[src/rtl/spi_master_ctrl_if.sv]
// rtl/spi_master_ctrl_if.sv - command/response bundle between an SPI transfer initiator and spi_master_ctrl
interface spi_master_ctrl_if #(
    parameter int DATA_W = 16,
    parameter int LEN_W  = 5,
    parameter int DIV_W  = 8
);
    logic              start;
    logic              ready;
    logic [LEN_W-1:0]  len;
    logic [DIV_W-1:0]  div;
    logic [DATA_W-1:0] tx_data;
    logic [DATA_W-1:0] rx_data;
    logic              done;

    modport master (
        output start, len, div, tx_data,
        input  ready, rx_data, done
    );

    modport slave (
        input  start, len, div, tx_data,
        output ready, rx_data, done
    );
endinterface

[src/rtl/spi_master_ctrl.sv]
// rtl/spi_master_ctrl.sv - SPI mode-0 master, MSB-first full duplex, single slave select
module spi_master_ctrl #(
    parameter int DATA_W = 16,
    parameter int LEN_W  = 5,
    parameter int DIV_W  = 8
) (
    input  logic             clock,
    input  logic             rst_n,
    spi_master_ctrl_if.slave cmd,
    output logic             sck,
    output logic             ss_n,
    output logic             mosi,
    input  logic             miso
);
    typedef enum logic [1:0] {IDLE, LOW, HIGH, HOLD} state_t;

    localparam logic [LEN_W-1:0] LEN_MAX = LEN_W'(DATA_W);

    state_t            state;
    logic              ready_q;
    logic              done_q;
    logic [DATA_W-1:0] rx_data_q;
    logic [DATA_W-1:0] rx_sr;
    logic [DATA_W-1:0] tx_sr;
    logic [LEN_W-1:0]  bit_cnt;
    logic [DIV_W-1:0]  phase_cnt;
    logic [DIV_W-1:0]  div_q;

    logic [LEN_W-1:0]  len_c;
    logic [DATA_W-1:0] tx_aligned;
    logic              phase_end;

    // Left-align the command so the next bit to send is always tx_sr[DATA_W-1].
    assign len_c      = (cmd.len > LEN_MAX) ? LEN_MAX : cmd.len;
    assign tx_aligned = cmd.tx_data << (LEN_MAX - len_c);
    assign phase_end  = (phase_cnt == div_q);

    assign cmd.ready   = ready_q;
    assign cmd.done    = done_q;
    assign cmd.rx_data = rx_data_q;

    always_ff @(posedge clock or negedge rst_n) begin
        if (!rst_n) begin
            state     <= IDLE;
            ready_q   <= 1'b1;
            done_q    <= 1'b0;
            rx_data_q <= '0;
            rx_sr     <= '0;
            tx_sr     <= '0;
            bit_cnt   <= '0;
            phase_cnt <= '0;
            div_q     <= '0;
            sck       <= 1'b0;
            ss_n      <= 1'b1;
            mosi      <= 1'b1;
        end else begin
            done_q <= 1'b0;
            case (state)
                IDLE: begin
                    if (cmd.start) begin
                        if (len_c == '0) begin
                            done_q    <= 1'b1;
                            rx_data_q <= '0;
                        end else begin
                            tx_sr     <= tx_aligned << 1;
                            mosi      <= tx_aligned[DATA_W-1];
                            bit_cnt   <= len_c;
                            div_q     <= cmd.div;
                            phase_cnt <= '0;
                            rx_sr     <= '0;
                            ss_n      <= 1'b0;
                            sck       <= 1'b0;
                            ready_q   <= 1'b0;
                            state     <= LOW;
                        end
                    end
                end
                LOW: begin
                    if (phase_end) begin
                        phase_cnt <= '0;
                        sck       <= 1'b1;
                        rx_sr     <= {rx_sr[DATA_W-2:0], miso};
                        state     <= HIGH;
                    end else begin
                        phase_cnt <= phase_cnt + 1'b1;
                    end
                end
                HIGH: begin
                    if (phase_end) begin
                        phase_cnt <= '0;
                        sck       <= 1'b0;
                        bit_cnt   <= bit_cnt - 1'b1;
                        if (bit_cnt > LEN_W'(1)) begin
                            mosi  <= tx_sr[DATA_W-1];
                            tx_sr <= tx_sr << 1;
                            state <= LOW;
                        end else begin
                            state <= HOLD;
                        end
                    end else begin
                        phase_cnt <= phase_cnt + 1'b1;
                    end
                end
                HOLD: begin
                    if (phase_end) begin
                        phase_cnt <= '0;
                        ss_n      <= 1'b1;
                        mosi      <= 1'b1;
                        done_q    <= 1'b1;
                        rx_data_q <= rx_sr;
                        ready_q   <= 1'b1;
                        state     <= IDLE;
                    end else begin
                        phase_cnt <= phase_cnt + 1'b1;
                    end
                end
                default: state <= IDLE;
            endcase
        end
    end
endmodule

[src/flat_wrapper.sv]
// flat-port wrapper written by rule: the top's interface ports become plain ports
module spi_master_ctrl_flat 
#(
    parameter int DATA_W = 16,
    parameter int LEN_W  = 5,
    parameter int DIV_W  = 8
)
  (clock, rst_n, sck, ss_n, mosi, miso, cmd_start, cmd_len, cmd_div, cmd_tx_data, cmd_ready, cmd_rx_data, cmd_done);
  spi_master_ctrl_if #(.DATA_W(DATA_W), .LEN_W(LEN_W), .DIV_W(DIV_W)) cmd_i ();
  input  logic clock;
  input  logic rst_n;
  output logic sck;
  output logic ss_n;
  output logic mosi;
  input  logic miso;
  input wire logic [$bits(cmd_i.start)-1:0] cmd_start;
  input wire logic [$bits(cmd_i.len)-1:0] cmd_len;
  input wire logic [$bits(cmd_i.div)-1:0] cmd_div;
  input wire logic [$bits(cmd_i.tx_data)-1:0] cmd_tx_data;
  output wire logic [$bits(cmd_i.ready)-1:0] cmd_ready;
  output wire logic [$bits(cmd_i.rx_data)-1:0] cmd_rx_data;
  output wire logic [$bits(cmd_i.done)-1:0] cmd_done;
  assign cmd_i.start = cmd_start;
  assign cmd_i.len = cmd_len;
  assign cmd_i.div = cmd_div;
  assign cmd_i.tx_data = cmd_tx_data;
  assign cmd_ready = cmd_i.ready;
  assign cmd_rx_data = cmd_i.rx_data;
  assign cmd_done = cmd_i.done;
  spi_master_ctrl #(.DATA_W(DATA_W), .LEN_W(LEN_W), .DIV_W(DIV_W)) u_core (.clock(clock), .rst_n(rst_n), .cmd(cmd_i), .sck(sck), .ss_n(ss_n), .mosi(mosi), .miso(miso));
endmodule
[config.mk]
export PLATFORM = sky130hd
export DESIGN_NAME = spi_master_ctrl_flat
export DESIGN_NICKNAME = d
export VERILOG_FILES = /design/src/rtl/spi_master_ctrl_if.sv /design/src/rtl/spi_master_ctrl.sv /design/src/flat_wrapper.sv
export SDC_FILE = /design/constraint.sdc
export NUM_CORES = 1
export LEC_CHECK = 0
export CORE_UTILIZATION = 57
export DETAILED_ROUTE_END_ITERATION = 16
export MAX_ROUTING_LAYER = met4
export PLACE_DENSITY = 0.9
export SLEW_MARGIN = 10
export SYNTH_ARGS = -nofsm -noshare
export SYNTH_HDL_FRONTEND = slang
export SYNTH_SLANG_ARGS = --single-unit
[constraint.sdc]
create_clock -name clock -period 6.23 [get_ports clock]
set_input_delay 0.623 -clock clock [delete_from_list [all_inputs] [get_ports clock]]
set_output_delay 0.623 -clock clock [all_outputs]
set_load 0.03 [all_outputs]
==> results.tsv <==
stage	metric	value	unit
layout	fin_nets	532	
die	dieArea	7850	um2
synth	synth_area_leader_cell	dfrtp_1	
worst_setup_path	end_kind	flip-flop	
worst_setup_path	path_buf_inv	2	
sta	rsz0062_at_grt	no	
sta	finClkSkew	0.0144	ns
worst_setup_path	cp_cell_sequence	clkdlybuf4s50_1 > and2b_4 > inv_4 > ha_1 > o21a_1 > ha_1 > or3_1 > a22o_1 > o21ai_0	
cts	clockRootBuffer	clkbuf_8	
placed_design	gp_congestion	0.905	
sta	fin_tns_setup	0	ns
sta	whs	0.462	ns
power	p_per_area	403	nW/um2
routing	drt_iter0_markers	288	
cts	cts_setup_buffers	0	
worst_setup_path	crit_fanout	32	
worst_hold_path	hold_path_class	primary input to asynchronous set/reset pin	
synth	seq_area_frac_synth	43.4	%
die	fp.dieH	88.6	um
sta	tightest_slew	1.07	ns
worst_setup_path	crit_family	compound AO/OA/AOI/OAI gates	
die	core-area	7250	um2
power	irDropWorstVdd	0.000199	V
routing	vias	3626	
cts	cts_repair_resize_count	0	
global_routing	grt_use_total	28.6	%
global_routing	gr-total-overflow	0	
placed_design	port_buffers	53	
layout	drive_gt1_share	10.1	%
power	power	0.00202	W
routing	antenna_left	0	
worst_setup_path	critPathSlowestCell	a22o_1	
routing	firstDrtPassIters	4	
cts	cts_buffer_depth	2	
global_routing	grt_pass1_vias	3543	
cts	path_clk_slew	0.09	ns
synth	synth_edf_count	0	
synth	avgSynthCellArea	9.48	um2
routing	wl_per_cell	16.7	um
layout	areaGrowthSynthToFinish	17.1	%
cts	cts_tree	done	
layout	diodes	0	
synth	async_flop_share	100	%
synth	ys_warn_count	0	
synth	ys_types	57	
sta	post-route-min-period	3.73	ns
routing	drcViolationCount	0	
die	fp.dieW	88.6	um
cts	insertion_delay	0.35	ns
worst_setup_path	crit_path_frequent_cell	ha_1	
worst_setup_path	cp_slowest_stage_delay	0.79	ns
worst_setup_path	required	6.41	ns
sta	hold_viol	0	
cts	postCtsHoldBufs	0	
synth	synth_top_area_share	42.1	%
synth	synth.most_common_cell	nand2_1	
sta	finalSetupViolCount	0	
worst_setup_path	crit_cells	9	
synth	ys.flop_type	dfrtp_1	
worst_setup_path	timing.rr.end	u_core.bit_cnt[3]	
outcome	outcome	completed	
layout	final_core_utilization	69.1	%
job	cap_violations	0	
worst_setup_path	critPathKind	primary input to flip-flop	
worst_setup_path	rr_startpoint	u_core.state[0]	
cts	clkSinkCount	74	
worst_setup_path	critical_path_arrival	3.92	ns
sta	maxSlewViolCount	0	
sta	fmax	268	MHz
global_routing	grt_max_degree	75	
synth	synth.cell_area	4280	um2
sta	fin_crit_sh	59.9	%
synth	synth_common_cells	nand2_1 (94), dfrtp_1 (72), o21ai_0 (42)	
placed_design	dp_hpwl	6.78	mm
global_routing	antenna_found_initial	0	
die	pin_count	54	
cts	ctsHtreeMaxLevel	3	
worst_setup_path	ff2ff_setup_slack	3.35	ns
synth	syn_nets	495	
worst_setup_path	reg2reg_depth	7	
die	num_rows	31	
cts	cts_buffers	9	
synth	synthCells	451	
routing	via_per_inst	6.13	
power	p_leak	2.03	nW
synth	synth_seq_cells	74	
placed_design	dpl_cell_area	4740	um2
die	start_util	59.0	%
synth	synthTopCellsByArea	dfrtp_1 (42%), nand2_1 (8.3%), mux4_2 (5.8%)	
worst_setup_path	critPathLaunchType	primary input	
sta	relSlewSlack	28.6	%
global_routing	grt_pass1_wl	16.5	mm
routing	wl	9.89	mm
layout	fin_area	5010	um2
## stage by stage
step / cells / setup slack [ns]
floorplan: 451 / 3.48
global placement: 576 / 2.33
detailed placement: 576 / 2.24
CTS: 592 / 2.53
global route: 592 / 2.25
finish: 592 / 2.50
## how the worst max path moves through the flow
stage	start	end	slack, ns
global route	cmd_len[4]	u_core.rx_sr[0]	2.25
floorplan	cmd_len[4]	u_core.rx_sr[1]	3.48
detailed placement	cmd_len[4]	u_core.rx_sr[9]	2.24
finish	cmd_len[4]	u_core.rx_sr[0]	2.50
CTS	cmd_len[4]	u_core.rx_sr[0]	2.53
global placement	cmd_len[4]	u_core.tx_sr[9]	2.33
## state kept, by name (all words and copies together) (netlist names)
name and flops:
u_core.bit_cnt 5, u_core.cmd.done 1, u_core.cmd.ready 1, u_core.cmd.rx_data 16
u_core.div_q 8, u_core.mosi 1, u_core.phase_cnt 8, u_core.rx_sr 16
u_core.sck 1, u_core.state 2, u_core.tx_sr 15
## kinds of logic (layout without fill, tap and decap cells)
| family | count (synthesis) | in the layout | synth area share [%] |
|---|---|---|---|
| multiplexers | 31 | 31 | 10.9 |
| buffers and inverters | 41 | 83 | 5.73 |
| adder cells (fa/ha/maj) | 11 | 11 | 3.22 |
| AND/OR/NAND/NOR | 155 | 155 | 15.9 |
| flip-flops | 74 | 74 | 43.4 |
| XOR/XNOR | 11 | 11 | 2.43 |
| AO/OA/AOI/OAI | 128 | 128 | 18.4 |
## worst register-to-register path, cell delays in order (launching register included)
cell     delay [ns]
dfrtp_1        0.42
inv_1          0.13
ha_1           0.89
inv_1          0.36
o31ai_1        0.36
nand2_1        0.23
o21ai_0        0.24
o21ai_0        0.12
## placed cells by master, fill, tap and decap left out, types with 3 or more instances in the layout
cell / synthesis / layout
or3_1: 4 / 4
o31ai_1: 3 / 3
nor3_1: 9 / 9
a32oi_1: 3 / 3
mux4_2: 11 / 11
o21ai_0: 42 / 42
nand2_1: 94 / 94
inv_1: 11 / 11
nor2_1: 19 / 19
a22o_1: 7 / 7
nand3_1: 6 / 6
a31oi_1: 3 / 3
ha_1: 11 / 11
clkbuf_8: 6 / 9
xnor2_1: 9 / 9
dfrtp_1: 72 / 72
a22oi_1: 3 / 3
o21ai_1: 20 / 20
a21oi_1: 23 / 23
mux2i_1: 5 / 5
o22a_1: 3 / 3
nor4_1: 3 / 3
bufinv_16: 0 / 4
clkdlybuf4s50_1: 0 / 52
mux2_2: 14 / 14
nor2b_1: 7 / 7
and3_1: 3 / 3
## routing by layer
layer,part of all wire [%],routed length (um),global-route usage (%)
met2,50,4960,47.3
met3,6.6,657,5.22
met4,2.8,273,12.3
met1,40,4000,34.3
met5,0,0,-
## where the power goes
part	internal (W)	leakage [nW]	switching (W)	total (W)
logic	0.000304	0.918	0.000519	0.000823
clock network	0.000309	0.131	0.000187	0.000496
registers	0.000599	0.976	0.0000992	0.000698
total	0.00121	2.03	0.000805	0.00202
## final cells by class
cell class / count / area (um2)
clock buffers: 10 / 128
clock inverters: 6 / 138
fillers: 546 / 2240
flip-flops and latches: 74 / 1850
multi-input cells: 336 / 2180
inverters: 12 / 47.5
well taps: 99 / 124
repair buffers: 55 / 541
Power figures use the tool's default switching activity.
